### config.mk
export PLATFORM = sky130hd
export DESIGN_NAME = multi_cycle_controller
export DESIGN_NICKNAME = d
export VERILOG_FILES = /design/src/rtl/multi_cycle_controller.sv
export SDC_FILE = /design/constraint.sdc
export NUM_CORES = 1
export LEC_CHECK = 0
export CORE_MARGIN = 4
export CORE_UTILIZATION = 35
export CTS_CLUSTER_DIAMETER = 80
export DETAILED_ROUTE_END_ITERATION = 16
export PLACE_DENSITY = 0.76
export REMOVE_ABC_BUFFERS = 1
export SYNTH_ARGS = -nofsm -noshare
export SYNTH_HDL_FRONTEND = slang
export SYNTH_SLANG_ARGS = --single-unit
### constraint.sdc
create_clock -name Clock -period 2.2 [get_ports Clock]
set_input_delay 0.44 -clock Clock [delete_from_list [all_inputs] [get_ports Clock]]
set_output_delay 0.44 -clock Clock [all_outputs]
set_load 0.005 [all_outputs]
### src/rtl/multi_cycle_controller.sv
// Moore control FSM for a multi-cycle MIPS datapath with a shared, handshaked memory.
// Decodes Op, drives every datapath select/enable, counts retired instructions, halts on HALT/illegal.
module multi_cycle_controller #(
  parameter int CNT_W  = 32,
  parameter bit MEM_HS = 1'b1
) (
  input  logic             Clock,
  input  logic             Reset,
  input  logic [5:0]       Op,
  input  logic             Zero,
  input  logic             MemReady,
  output logic             PCWrite,
  output logic             PCWriteCond,
  output logic             PCEn,
  output logic             IorD,
  output logic             MemRead,
  output logic             MemWrite,
  output logic             IRWrite,
  output logic             MemtoReg,
  output logic             RegDst,
  output logic             RegWrite,
  output logic             ALUSrcA,
  output logic [1:0]       ALUSrcB,
  output logic [1:0]       ALUOp,
  output logic [1:0]       PCSource,
  output logic [3:0]       State,
  output logic [CNT_W-1:0] InstCount,
  output logic             Halted,
  output logic             Illegal
);

  typedef enum logic [3:0] {
    FETCH  = 4'd0,  DECODE = 4'd1,  MEMADR = 4'd2,  MEMRD  = 4'd3,
    MEMWB  = 4'd4,  MEMWR  = 4'd5,  EXEC   = 4'd6,  RWB    = 4'd7,
    BRANCH = 4'd8,  JUMP   = 4'd9,  ADDIEX = 4'd10, ADDIWB = 4'd11,
    HALT   = 4'd12
  } state_t;

  state_t           state, state_n;
  logic             illegal, illegal_n;
  logic [CNT_W-1:0] inst_cnt;
  logic             mr;
  logic             retire;

  assign mr = MEM_HS ? MemReady : 1'b1;

  always_comb begin
    state_n   = state;
    illegal_n = illegal;
    case (state)
      FETCH:  if (mr) state_n = DECODE;
      DECODE: begin
        case (Op)
          6'b000000: state_n = EXEC;
          6'b100011,
          6'b101011: state_n = MEMADR;
          6'b000100: state_n = BRANCH;
          6'b000010: state_n = JUMP;
          6'b001000: state_n = ADDIEX;
          6'b111111: state_n = HALT;
          default: begin
            state_n   = HALT;
            illegal_n = 1'b1;
          end
        endcase
      end
      MEMADR: state_n = (Op == 6'b101011) ? MEMWR : MEMRD;
      MEMRD:  if (mr) state_n = MEMWB;
      MEMWR:  if (mr) state_n = FETCH;
      EXEC:   state_n = RWB;
      ADDIEX: state_n = ADDIWB;
      MEMWB, RWB, BRANCH, JUMP, ADDIWB: state_n = FETCH;
      HALT:   state_n = HALT;
      default: begin
        state_n   = HALT;
        illegal_n = 1'b1;
      end
    endcase
  end

  // An instruction retires on any entry into FETCH from another state.
  assign retire = (state != FETCH) && (state_n == FETCH);

  always_ff @(posedge Clock or negedge Reset) begin
    if (!Reset) begin
      state    <= FETCH;
      illegal  <= 1'b0;
      inst_cnt <= '0;
    end else begin
      state   <= state_n;
      illegal <= illegal_n;
      if (retire) inst_cnt <= inst_cnt + {{(CNT_W-1){1'b0}}, 1'b1};
    end
  end

  // Decoded straight from state and gated by Reset, so FETCH strobes are valid the
  // first cycle after release and every enable drops the instant Reset falls.
  always_comb begin
    PCWrite     = 1'b0;
    PCWriteCond = 1'b0;
    IorD        = 1'b0;
    MemRead     = 1'b0;
    MemWrite    = 1'b0;
    IRWrite     = 1'b0;
    MemtoReg    = 1'b0;
    RegDst      = 1'b0;
    RegWrite    = 1'b0;
    ALUSrcA     = 1'b0;
    ALUSrcB     = 2'b00;
    ALUOp       = 2'b00;
    PCSource    = 2'b00;
    Halted      = 1'b0;
    if (Reset) begin
      case (state)
        FETCH: begin
          MemRead = 1'b1;
          ALUSrcB = 2'b01;
          IRWrite = mr;
          PCWrite = mr;
        end
        DECODE: ALUSrcB = 2'b11;
        MEMADR: begin
          ALUSrcA = 1'b1;
          ALUSrcB = 2'b10;
        end
        MEMRD: begin
          MemRead = 1'b1;
          IorD    = 1'b1;
        end
        MEMWB: begin
          RegWrite = 1'b1;
          MemtoReg = 1'b1;
        end
        MEMWR: begin
          MemWrite = 1'b1;
          IorD     = 1'b1;
        end
        EXEC: begin
          ALUSrcA = 1'b1;
          ALUOp   = 2'b10;
        end
        RWB: begin
          RegWrite = 1'b1;
          RegDst   = 1'b1;
        end
        BRANCH: begin
          ALUSrcA     = 1'b1;
          ALUOp       = 2'b01;
          PCSource    = 2'b01;
          PCWriteCond = 1'b1;
        end
        JUMP: begin
          PCSource = 2'b10;
          PCWrite  = 1'b1;
        end
        ADDIEX: begin
          ALUSrcA = 1'b1;
          ALUSrcB = 2'b10;
        end
        ADDIWB: RegWrite = 1'b1;
        HALT:   Halted = 1'b1;
        default: ;
      endcase
    end
  end

  assign PCEn      = PCWrite | (PCWriteCond & Zero);
  assign State     = state;
  assign InstCount = inst_cnt;
  assign Illegal   = illegal;

endmodule

* After elaboration in Yosys (flattened, before gate mapping)
Index checks and enable logic that the tools add are counted.
Word-level totals: bits of input ports 10, output and inout port bits 55, register bits 37
Cells by class: add/subtract/negate cells 1, reduce and logical (&&, ||, !) cells 15, bitwise operators 3, eq/ne operators 19, muxes and demuxes 36
Operator list (number):
- $add A32 B1 Y32 const B | 1
- $pmux W4 S8 | 1
- $mux W1 | 22
- $eq A4 B4 Y1 const B | 5
- $pmux W4 S5 | 1
- $eq A6 B6 Y1 const B | 3
- $eq A4 B3 Y1 const B | 4
- $mux W4 | 3
- $reduce_or A12 Y1 | 1
- $eq A4 B2 Y1 const B | 2
- $logic_not A4 Y1 | 2
- $pmux W2 S2 | 2
- $reduce_or A2 Y1 | 4
- $reduce_or A7 Y1 | 1
- $eq A6 B2 Y1 const B | 1
- $eq A6 B3 Y1 const B | 1
- $eq A6 B4 Y1 const B | 1
- $logic_not A6 Y1 | 1
- $mux W2 | 3
- $pmux W2 S3 | 1
- $reduce_or A5 Y1 | 1
- $eq A4 B1 Y1 const B | 1
- $pmux W1 S2 | 2
- $reduce_bool A4 Y1 | 1
- 9 further kinds | 9

* Longest topological paths before layout
Gate-level depths: netlist (run 1).
word-level depth 6, gate-level depth with buffers 9, mapped depth without buffers 7

* Worst setup path after synthesis (run 1)
Ideal clock, no wire load.
path kind input-to-reg, from in Op[1], to reg inst_cnt[15] (netlist: InstCount[15]), buffers on the path 1, stages 8, data arrival time 2079 ps, setup slack -3 ps, library setup time 124 ps, path through or4_4 -> a21oi_2 -> a21oi_1 -> a2111oi_4 -> and4bb_4 -> buf_4 -> nand4_1 -> xnor2_1
On the way: longest elaborated chain between the ends 6, elaborated cells on any way between the ends 12, those cells by class eq/ne: 5; mux: 3; reduce/logical: 4
Ends and longest elaborated chain:
- start, declared | RTL line 9 | input logic [5:0] Op,
- $eq A6 B6 Y1, on equally long branches | RTL line 53, 67
- $reduce_or A2 Y1
- $pmux W4 S5 | RTL line 53 | case (Op)
- $pmux W4 S8 * | RTL line 50 | case (state)
- $logic_not A4 Y1 * | RTL line 82 | assign retire = (state != FETCH) && (state_n == FETCH);
- $logic_and A1 B1 Y1 * | RTL line 82
- end signal, assigned | RTL line 92 | if (retire) inst_cnt <= inst_cnt + {{(CNT_W-1){1'b0}}, 1'b1};
- end, declared | RTL line 41 | logic [CNT_W-1:0] inst_cnt;
Every way passes the cells marked *; elsewhere a longest branch is shown, timed or not. A chain may end at the register's enable or synchronous reset.

* Final worst setup path (run 1)
from in Op[3], to reg inst_cnt[1] (netlist: InstCount[1])
Same word-level chain as after synthesis.

==> key figures, run 1 <==
Routing
  • Total detailed-routing wirelength: 6.40 mm
  • Routed length per instance: 15.4 um
  • Post-DRT Antenna Nets: 0
  • Initial detailed-routing violation count: 65
  • Vias per cell: 5.07
  • Via count: 2110
  • Drt first pass iters: 4
  • Residual DRC: 0

Logic synthesis
  • Synth cell types: 41
  • Syn Area/Cell: 9.55 um2
  • Syn Inst Count: 224
  • Cell area after synthesis: 2140 um2
  • Yosys warns: 0
  • Synth top area share: 0.433
  • Most frequent cell after synthesis: dfrtp_1
  • Most used DFF post-synth: dfrtp_1
  • Synthesized flop and latch total: 37
  • EDFF count, synth: 0
  • Commonest cells in the synthesized netlist: dfrtp_1, xnor2_1, nand3_1
  • Seq/Total Area, Yosys: 0.433
  • Synth area leaders: dfrtp_1, xnor2_1, and3_1
  • Cell taking the most area after synthesis: dfrtp_1
  • Async S/R FF share, synth: 1.00

Setup path
  • Element type at the critical path start: primary input
  • Critical Path RT: 2380 ps
  • Critical path type: primary input to flop
  • CP arrival: 2440 ps
  • Max FO, Critical Path: 8
  • Worst Reg2Reg Path Length in Cells: 8
  • CP endpoint kind: flop

Clock tree
  • CTS tree: yes
  • TritonCTS Buffers: 5
  • Skew-Pair Late Insertion Delay: 290 ps
  • Root Driver: clkbuf_8
  • CTS H-tree lvls: 2
  • Hold buffers post-CTS: 0
  • Clk slew on worst S/H paths: 70 ps
  • Worst-case clock buffer depth: 2
  • Total clock sinks: 37

Run
  • Max cap viols: 0

Timing
  • Final setup TNS: -227 ps
  • Relative slew slack: 0.752
  • RSZ-0062 raised after global routing: true
  • Tcrit/Tclk final: 1.03
  • Setup Skew: 7.59 ps
  • Final worst slack: -63.1 ps
  • Final setup fails: 9
  • Slew Viols, Final: 0
  • Period minus WS final: 2260 ps
  • Final Hold Fails: 0
  • Maximum clock rate: 442 MHz
  • Least-Margin Pin Slew: 370 ps

Final layout
  • Fin util: 0.606
  • Storage cell area: 928 um2
  • Fill count: 473
  • Fin nets: 351
  • Layout cells sized above 1: 0.340
  • Area of the multi-input gates: 1340 um2
  • Synth-to-layout area growth: 67.7%
  • Ant diodes: 0

Floorplan
  • Die Y: 86.2 um
  • IO Count: 65
  • Starting Density: 0.361
  • DIE WIDTH: 86.2 um
  • Row cnt: 28
  • Core Footprint: 5920 um2
  • Die area: 7430 um2

Status
  • Failing checks: setup timing
  • Status: finished with violations

Power
  • Peak VDD IR: 754 uV
  • Cell leakage power: 1.68 nW
  • PD cells: 1020 nW/um2

Hold path
  • Worst hold path class: primary input to asynchronous set/reset pin

GRT
  • Vias in the first global route: 2169
  • Total gr overflow: 0
  • First-pass GRT wire length: 10.3 mm
  • Global Route Usage Sum: 0.172
  • Pin count of the biggest net entering global routing: 27
  • Initial antenna violation count: 0

Place
  • GP Congestion: 0.885
  • PortBufs: 64
  • Hpwl dp: 4.25 mm
[layer usage]
metal	track usage	wire length (um)	up-vias	part of all wire
met5	0	0	-	0
met4	0.0524	96	0	0.015
met3	0.0352	321	13	0.050
met2	0.291	3170	59	0.50
met1	0.223	2810	1009	0.44
li1	-	-	1029	-
[path summary, 6_finish.rpt]
path                                           startpoint                        end  slack (ps)
worst max-delay path                                Op[3]   InstCount[1]$_DFFE_PN0P_         -60
worst min-delay path                                Reset         State[3]$_DFF_PN0_         140
worst max register to register         State[2]$_DFF_PN0_   InstCount[1]$_DFFE_PN0P_         -50
worst min register to register  InstCount[31]$_DFFE_PN0P_  InstCount[31]$_DFFE_PN0P_         480
max in group asynchronous                           Reset  InstCount[24]$_DFFE_PN0P_        1750
min in group Clock              InstCount[31]$_DFFE_PN0P_  InstCount[31]$_DFFE_PN0P_         480
[kinds of logic after synthesis]
kind of cell	synth area share
AO/OA/AOI/OAI	0.0749
XOR/XNOR	0.131
adder cells (fa/ha/maj)	0.0105
buffers and inverters	0.0439
flip-flops	0.433
multiplexers	0.00526
AND/OR/NAND/NOR	0.302
[worst max-delay path, cell delays in order]
cell,delay (ps)
buf_6,90
or4_4,550
a21oi_4,140
a21oi_2,80
a2111oi_4,260
and4bb_4,410
buf_4,150
nand2_4,40
mux2_2,260
[power by group]
part           total, mW  internal [mW]  switching (mW)
logic               2.28           1.24            1.04
clock network      0.527          0.283           0.244
registers          0.864          0.769          0.0952
[what timing repair did]
action                                 CTS  global route
resized for setup                       74            34
setup buffers                           12             6
endpoints found under the hold margin    0             0
setup endpoints to repair               50            38
gates cloned                             2             0
pin swaps                               26            21
[placed cells by master (no fill, tap or decap), types with 2 or more instances in the layout]
cell type / instances
a21oi_1: 3
and2_1: 3
and2_4: 2
and3_1: 16
and3_4: 2
and3b_1: 3
and4_1: 2
buf_2: 3
buf_4: 39
buf_6: 18
clkbuf_2: 2
clkbuf_8: 7
clkdlybuf4s50_1: 40
dfrtp_1: 35
dfrtp_2: 2
dlygate4sd2_1: 11
dlymetal6s2s_1: 6
inv_1: 5
nand2_1: 10
nand2_2: 4
nand3_1: 10
nand3_2: 8
nand3_4: 2
nand4_1: 13
nand4b_1: 2
nor2_1: 11
nor2_2: 4
nor2_4: 3
nor2b_1: 3
nor3_1: 4
nor3b_1: 2
o21ai_0: 4
o21ai_2: 2
o221ai_2: 2
xnor2_1: 28
xnor2_2: 2
xor2_1: 2
[area by class of cell]
class	instances	area share
inverter	5	0.00523
tap	75	0.0262
multi-input combinational	171	0.374
sequential	37	0.259
timing repair buffer	120	0.308
clock buffer	7	0.0269
clock inverter	1	0.00140
[sequential cells by signal, indices dropped and copies added (netlist names)]
signal     cells
Illegal        1
State          4
InstCount     32
[per-stage QoR]
step           std cells  setup WS [ps]  power [mW]  hold slack (ps)  area, um2
4_1_cts              410           -147        3.45              139       3420
3_5_place_dp         388           -725        2.47              448       3070
2_1_floorplan        212           -177        1.55              144       2060
5_1_grt              416           -147        3.86              156       3590
3_3_place_gp         388           -600        2.44              446       3070
6_report             416          -63.1        3.67              142       3590
Power figures use the tool's default switching activity.
==> inputs of run 2 (changes only) <==
--- a/config.mk
+++ b/config.mk
@@ -5,11 +5,13 @@
 export SDC_FILE = /design/constraint.sdc
 export NUM_CORES = 1
 export LEC_CHECK = 0
+export CAP_MARGIN = 20
 export CORE_MARGIN = 4
 export CORE_UTILIZATION = 35
 export CTS_CLUSTER_DIAMETER = 80
 export DETAILED_ROUTE_END_ITERATION = 16
-export PLACE_DENSITY = 0.76
+export MAX_ROUTING_LAYER = met4
+export PLACE_DENSITY = 0.74
 export REMOVE_ABC_BUFFERS = 1
 export SYNTH_ARGS = -nofsm -noshare
 export SYNTH_HDL_FRONTEND = slang
==> constraint.sdc (replaced) <==
create_clock -name Clock -period 2.6 [get_ports Clock]
set_input_delay 0.52 -clock Clock [delete_from_list [all_inputs] [get_ports Clock]]
set_output_delay 0.52 -clock Clock [all_outputs]
set_load 0.005 [all_outputs]
==> run 2 against run 1 <==
The run now ends clean; clock skew shrank 4.5 ps; wire length shrank 9.6%; sequential power shrank 12%; global-route usage shrank 0.32 points; non-clock buffer count shrank 26; highest routed layer unchanged.
==> key figures, run 2 (synthesized netlist as in run 1, its figures left out) <==
Setup path
  • Max FO, Critical Path: 5 (-3)
  • CP most frequent cell: a21oi_2
  • CP Cell Sequence: dlygate4sd2_1 > or4_4 > a21oi_2 > a21oi_2 > a2111oi_4 > and4bb_4 > bufbuf_16 > nand3_1 > xnor2_1
  • Critical path type: primary input to flop
  • Buf+Inv Stages, Crit Path: 2 (unchanged)
  • Worst stage delay on the critical path: 430 ps (-120 ps)
  • Top cell family by delay on the critical path: simple AND/OR/NAND/NOR gates
  • CP arrival: 2670 ps (+230 ps)
  • CP endpoint kind: flop
  • Crit-path slowest cell: or4_4
  • Critical Path RT: 2770 ps (+390 ps)
  • Element type at the critical path start: primary input

Clock tree
  • Worst-case clock buffer depth: 2 (unchanged)
  • Root Driver: clkbuf_8
  • Hold buffers post-CTS: 0 (unchanged)
  • TritonCTS Buffers: 5 (unchanged)
  • CTS H-tree lvls: 2 (unchanged)
  • Clk slew on worst S/H paths: 70 ps (about the same)
  • Skew-Pair Late Insertion Delay: 280 ps (about the same)
  • CTS tree: yes
  • Total clock sinks: 37 (unchanged)

Timing
  • Tcrit/Tclk final: 0.960
  • Least-Margin Pin Slew: 407 ps (+37.2 ps)
  • Final setup TNS: 0 ps (+227 ps)
  • Setup Skew: 3.09 ps (-4.50 ps)
  • RSZ-0062 raised after global routing: false
  • Slew Viols, Final: 0 (unchanged)
  • Final setup fails: 0 (-9)
  • Maximum clock rate: 400 MHz
  • Final Hold Fails: 0 (unchanged)
  • Final worst slack: 103 ps (+166 ps)
  • Relative slew slack: 0.729 (-0.0239)
  • Period minus WS final: 2500 ps

Floorplan
  • Core Footprint: 5920 um2 (unchanged)
  • Row cnt: 28 (unchanged)
  • Die area: 7430 um2 (unchanged)
  • DIE WIDTH: 86.2 um (unchanged)
  • Die Y: 86.2 um (unchanged)
  • Starting Density: 0.361 (unchanged)
  • IO Count: 65 (unchanged)

Hold path
  • Worst hold path class: primary input to asynchronous set/reset pin

Final layout
  • Commonest non-fill, non-tap cell in the layout: clkdlybuf4s50_1
  • Ant diodes: 0 (unchanged)
  • Fin nets: 325 (-7.4%)
  • Commonest non-fill, non-tap cells in the layout: clkdlybuf4s50_1, dfrtp_1, xnor2_1
  • Max reg flops: 32 (unchanged)
  • Synth-to-layout area growth: 48.9%
  • Layout cells sized above 1: 0.169 (-0.171)

Place
  • Pre-CTS setup slack: -348 ps (+377 ps)
  • Hpwl dp: 4.03 mm (-5.3%)
  • PortBufs: 64 (unchanged)
  • GP Congestion: 0.892 (+0.79%)

Routing
  • Routed length per instance: 14.9 um (-3.4%)
  • Post-DRT Antenna Nets: 0 (unchanged)
  • Via count: 2033 (-3.6%)
  • Initial detailed-routing violation count: 96 (+48%)
  • Total detailed-routing wirelength: 5.78 mm (-9.6%)
  • Vias per cell: 5.23 (+3.0%)
  • Drt first pass iters: 4 (unchanged)
  • Residual DRC: 0 (unchanged)

GRT
  • Total gr overflow: 0 (unchanged)
  • Global Route Usage Sum: 0.169 (-0.00321)
  • Vias in the first global route: 2102 (-3.1%)
  • First-pass GRT wire length: 9.97 mm (-2.8%)
  • Initial antenna violation count: 0 (unchanged)
  • Pin count of the biggest net entering global routing: 33 (+22%)

Power
  • Psw: 0.977 mW (-29%)
  • Combinational group share of total power: 0.581 (-0.040)
  • PD cells: 873 nW/um2 (-15%)
  • Int Pwr: 1.80 mW (-21%)
  • Cell leakage power: 1.38 nW (-18%)
  • Sw Ratio: 0.351 (-0.0240)
  • Peak VDD IR: 516 uV (-32%)
  • Register share of total power: 0.274 (+0.039)
  • Clk pwr share: 0.145 (about the same)

Run
  • Max cap viols: 0 (unchanged)

Status
  • Status: finished clean
[run 2: power by group through the flow]
stage / Combinational [mW] / Clock [mW] / Sequential (mW)
after detailed placement: 1.25 / 0 / 0.768
final: 1.62 / 0.403 / 0.761
after CTS: 1.57 / 0.408 / 0.754
after global placement: 1.23 / 0 / 0.767
after global routing: 1.75 / 0.433 / 0.777
after floorplan: 0.541 / 0 / 0.769
[run 2: final timing paths]
kind | from | end | slack, ps | depth (start not counted)
max in group asynchronous | Reset | InstCount[28]$_DFFE_PN0P_ | 1800 | 2
hold reg to reg | InstCount[31]$_DFFE_PN0P_ | InstCount[31]$_DFFE_PN0P_ | 480 | 1
setup reg to reg | State[3]$_DFF_PN0_ | InstCount[20]$_DFFE_PN0P_ | 280 | 8
min in group Clock | InstCount[31]$_DFFE_PN0P_ | InstCount[31]$_DFFE_PN0P_ | 480 | 1
setup / recovery | Op[5] | InstCount[20]$_DFFE_PN0P_ | 100 | 9
hold / removal | Reset | State[0]$_DFF_PN0_ | 100 | 1
[run 2: through the flow]
step            util  instances  instance area [um2]  total power [mW]  hold WS, ps
2_1_floorplan      -        212                 2060              1.31          224
3_3_place_gp   0.506        376                 2990              2.00          404
3_5_place_dp   0.506        376                 2990              2.02          409
4_1_cts        0.535        388                 3170              2.73          102
5_1_grt        0.538        389                 3190              2.96          105
6_report       0.538        389                 3190              2.78          103
[run 2: area by class of cell]
cell class	instances	area, um2
fill	527	2740
multi-input combinational	171	1140
sequential	37	931
timing repair buffer	94	913
tap	75	93.8
clock buffer	7	86.3
inverter	5	18.8
[run 2: per-layer routing]
| metal | track usage | share of wire |
|---|---|---|
| met5 | - | 0 |
| met4 | 0.0496 | 0.015 |
| met3 | 0.0428 | 0.065 |
| met2 | 0.266 | 0.46 |
| met1 | 0.217 | 0.46 |
[run 2: what timing repair did]
action / in CTS / in global routing
resized for setup: 9 / 13
setup endpoints to repair: 22 / 27
cloned: 2 / 0
setup buffers: 3 / 1
pin swaps: 6 / 7
==> inputs of run 3 (changes only) <==
--- a/config.mk
+++ b/config.mk
@@ -5,13 +5,13 @@
 export SDC_FILE = /design/constraint.sdc
 export NUM_CORES = 1
 export LEC_CHECK = 0
-export CAP_MARGIN = 20
+export ABC_AREA = 1
 export CORE_MARGIN = 4
 export CORE_UTILIZATION = 35
 export CTS_CLUSTER_DIAMETER = 80
 export DETAILED_ROUTE_END_ITERATION = 16
 export MAX_ROUTING_LAYER = met4
-export PLACE_DENSITY = 0.74
+export PLACE_DENSITY = 0.7
 export REMOVE_ABC_BUFFERS = 1
 export SYNTH_ARGS = -nofsm -noshare
 export SYNTH_HDL_FRONTEND = slang
==> constraint.sdc (replaced) <==
create_clock -name Clock -period 2.4 [get_ports Clock]
set_input_delay 0.48 -clock Clock [delete_from_list [all_inputs] [get_ports Clock]]
set_output_delay 0.48 -clock Clock [all_outputs]
set_load 0.005 [all_outputs]
==> run 3 against run 2 <==
Synthesized cell count rose by 100%; sequential power is 2% higher; setup slack worse by 17 ps; area after synthesis up 35%; final cell count increased by 62%; critical path depth down 4; largest power group unchanged; power is 3.6% higher; clock skew barely moved; core utilization fell by 5.4 points; cell area increased by 19%; sequential share of layout area down 4.8 points; wire length up 40%.
==> key figures, run 3 <==
Setup path
  • Element type at the critical path start: primary input
  • Critical path type: primary input to primary output
  • Critical Path RT: 1920 ps (-850 ps)
  • Max FO, Critical Path: 2 (-3)
  • Reg2Reg Setup Slack: 490 ps (+210 ps)
  • CP arrival: 1830 ps (-840 ps)
  • Reg-to-reg endpoint: InstCount[17]$_DFFE_PN0P_
  • CP endpoint kind: primary output
  • R2r startpoint: State[0]$_DFF_PN0_
  • Worst Reg2Reg Path Length in Cells: 11 (+3)

Timing
  • Tcrit/Tclk final: 0.964
  • Final Hold Fails: 0 (unchanged)
  • Setup Skew: 2.75 ps (-0.341 ps)
  • Relative slew slack: 0.569 (-0.160)
  • Period minus WS final: 2310 ps
  • Least-Margin Pin Slew: 642 ps (+234 ps)
  • Maximum clock rate: 432 MHz
  • Final setup fails: 0 (unchanged)
  • RSZ-0062 raised after global routing: true
  • Hold slack: 309 ps (+206 ps)
  • Final setup TNS: 0 ps (unchanged)
  • Slew Viols, Final: 0 (unchanged)
  • Final worst slack: 86.4 ps (-16.5 ps)

Routing
  • Vias per cell: 4.90 (-6.2%)
  • Drt first pass iters: 4 (unchanged)
  • Post-DRT Antenna Nets: 0 (unchanged)
  • Initial detailed-routing violation count: 139 (+45%)
  • Residual DRC: 0 (unchanged)
  • Via count: 3089 (+52%)
  • Total detailed-routing wirelength: 8.10 mm (+40%)
  • Routed length per instance: 12.9 um (-13%)

Floorplan
  • Die area: 9740 um2 (+31%)
  • Starting Density: 0.367 (+0.00534)
  • Core Footprint: 7850 um2 (+33%)
  • Die Y: 98.7 um (+14%)
  • Row cnt: 32 (+14%)
  • IO Count: 65 (unchanged)
  • DIE WIDTH: 98.7 um (+14%)

Logic synthesis
  • Commonest cells in the synthesized netlist: nand2_1, nor2_1, inv_1
  • Synth cell types: 28 (-32%)
  • Most used DFF post-synth: dfrtp_1
  • Seq/Total Area, Yosys: 0.322 (-0.111)
  • Syn Inst Count: 456 (+100%)
  • Synth area leaders: dfrtp_1, nand2_1, nor2_1
  • EDFF count, synth: 0 (unchanged)
  • Synthesized flop and latch total: 37 (unchanged)
  • Cell taking the most area after synthesis: dfrtp_1
  • Syn Area/Cell: 6.31 um2 (-34%)
  • Cell area after synthesis: 2880 um2 (+35%)
  • Yosys warns: 0 (unchanged)
  • Async S/R FF share, synth: 1.00 (unchanged)
  • Synth top area share: 0.322 (-0.111)
  • Most frequent cell after synthesis: nand2_1

Place
  • PortBufs: 64 (unchanged)
  • Post-place instance area: 3660 um2 (+22%)
  • Pre-CTS setup slack: 20.0 ps (+368 ps)
  • GP Congestion: 0.962 (+7.9%)
  • Placed cells: 618 (+64%)
  • Hpwl dp: 6.33 mm (+57%)

Clock tree
  • Total clock sinks: 37 (unchanged)
  • CTS tree: yes
  • Root Driver: clkbuf_8
  • CTS H-tree lvls: 2 (unchanged)
  • Worst-case clock buffer depth: 2 (unchanged)
  • Clk slew on worst S/H paths: 70 ps (about the same)
  • TritonCTS Buffers: 5 (unchanged)
  • Skew-Pair Late Insertion Delay: 280 ps (about the same)

GRT
  • Pin count of the biggest net entering global routing: 38 (+15%)
  • Vias in the first global route: 2914 (+39%)
  • First-pass GRT wire length: 14.0 mm (+40%)
  • Global Route Usage Sum: 0.175 (+0.00558)
  • Total gr overflow: 0 (unchanged)
  • Initial antenna violation count: 0 (unchanged)

Final layout
  • Synth-to-layout area growth: 32.1%
  • Commonest non-fill, non-tap cell in the layout: nand2_1
  • Post-route cell area: 3800 um2 (+19%)
  • Cell Count, Final, Fillers Out: 630 (+62%)
  • Fin util: 0.484 (-0.0537)
  • Max reg flops: 32 (unchanged)
  • Commonest non-fill, non-tap cells in the layout: nand2_1, nor2_1, clkdlybuf4s50_1
  • Ant diodes: 0 (unchanged)
  • Fin nets: 538 (+66%)
  • Layout cells sized above 1: 0.0833 (-0.0855)

Power
  • Cell leakage power: 1.80 nW (+31%)
  • Overall Power: 2.88 mW (+3.6%)
  • PD cells: 758 nW/um2 (-13%)
  • Peak VDD IR: 589 uV (+14%)

Run
  • Max cap viols: 0 (unchanged)

Status
  • Status: finished clean

Hold path
  • Worst hold path class: primary input to asynchronous set/reset pin
run 3: cells by family (layout without fill, tap and decap cells):
logic type / Yosys count / in the layout / share of synthesized area
AO/OA/AOI/OAI: 13 / 13 / 0.0270
XOR/XNOR: 17 / 17 / 0.0517
adder cells (fa/ha/maj): 1 / 1 / 0.00435
buffers and inverters: 58 / 130 / 0.0865
flip-flops: 37 / 37 / 0.322
AND/OR/NAND/NOR: 330 / 330 / 0.509
run 3: power breakdown:
group	internal (mW)	switching [mW]
sequential	0.685	0.0886
clock	0.201	0.219
combinational	0.655	1.03
run 3: worst max-delay path by stage:
stage	from	to	slack, ps	cells past startpoint
final	MemReady	PCEn	90	5
after CTS	State[1]$_DFF_PN0_	PCEn	6	6
after floorplan	State[3]$_DFF_PN0_	InstCount[0]$_DFFE_PN0P_	300	10
after global placement	MemReady	PCEn	40	5
after detailed placement	Op[5]	InstCount[8]$_DFFE_PN0P_	20	11
after global routing	State[2]$_DFF_PN0_	ALUSrcB[1]	-30	4
run 3: area by class of cell:
type	instances	area, um2
Sequential cell	37	930
Fill cell	821	4050
Tap cell	102	128
Clock inverter	2	10.0
Timing Repair Buffer	79	773
Clock buffer	6	72.6
Inverter	43	161
Multi-Input combinational cell	361	1730
run 3: worst max-delay path: stages:
cell,delay [ps]
clkdlybuf4s50_1,500
nand3_2,100
a21oi_2,170
a21o_1,100
clkdlybuf4s50_1,490
run 3: repair_timing:
item / 4_1_cts / 5_1_grt
buffers inserted: 0 / 4
pin swaps: 0 / 3
resized for setup: 3 / 6
endpoints found under the setup margin: 4 / 11
hold buffers: 0 / 0
run 3: metal layers:
| layer | global-route usage | share of wire | vias up |
|---|---|---|---|
| met5 | - | 0 | - |
| li1 | - | - | 1614 |
| met4 | 0.0200 | 0.0038 | 0 |
| met1 | 0.238 | 0.50 | 1411 |
| met3 | 0.0255 | 0.040 | 2 |
| met2 | 0.285 | 0.46 | 62 |
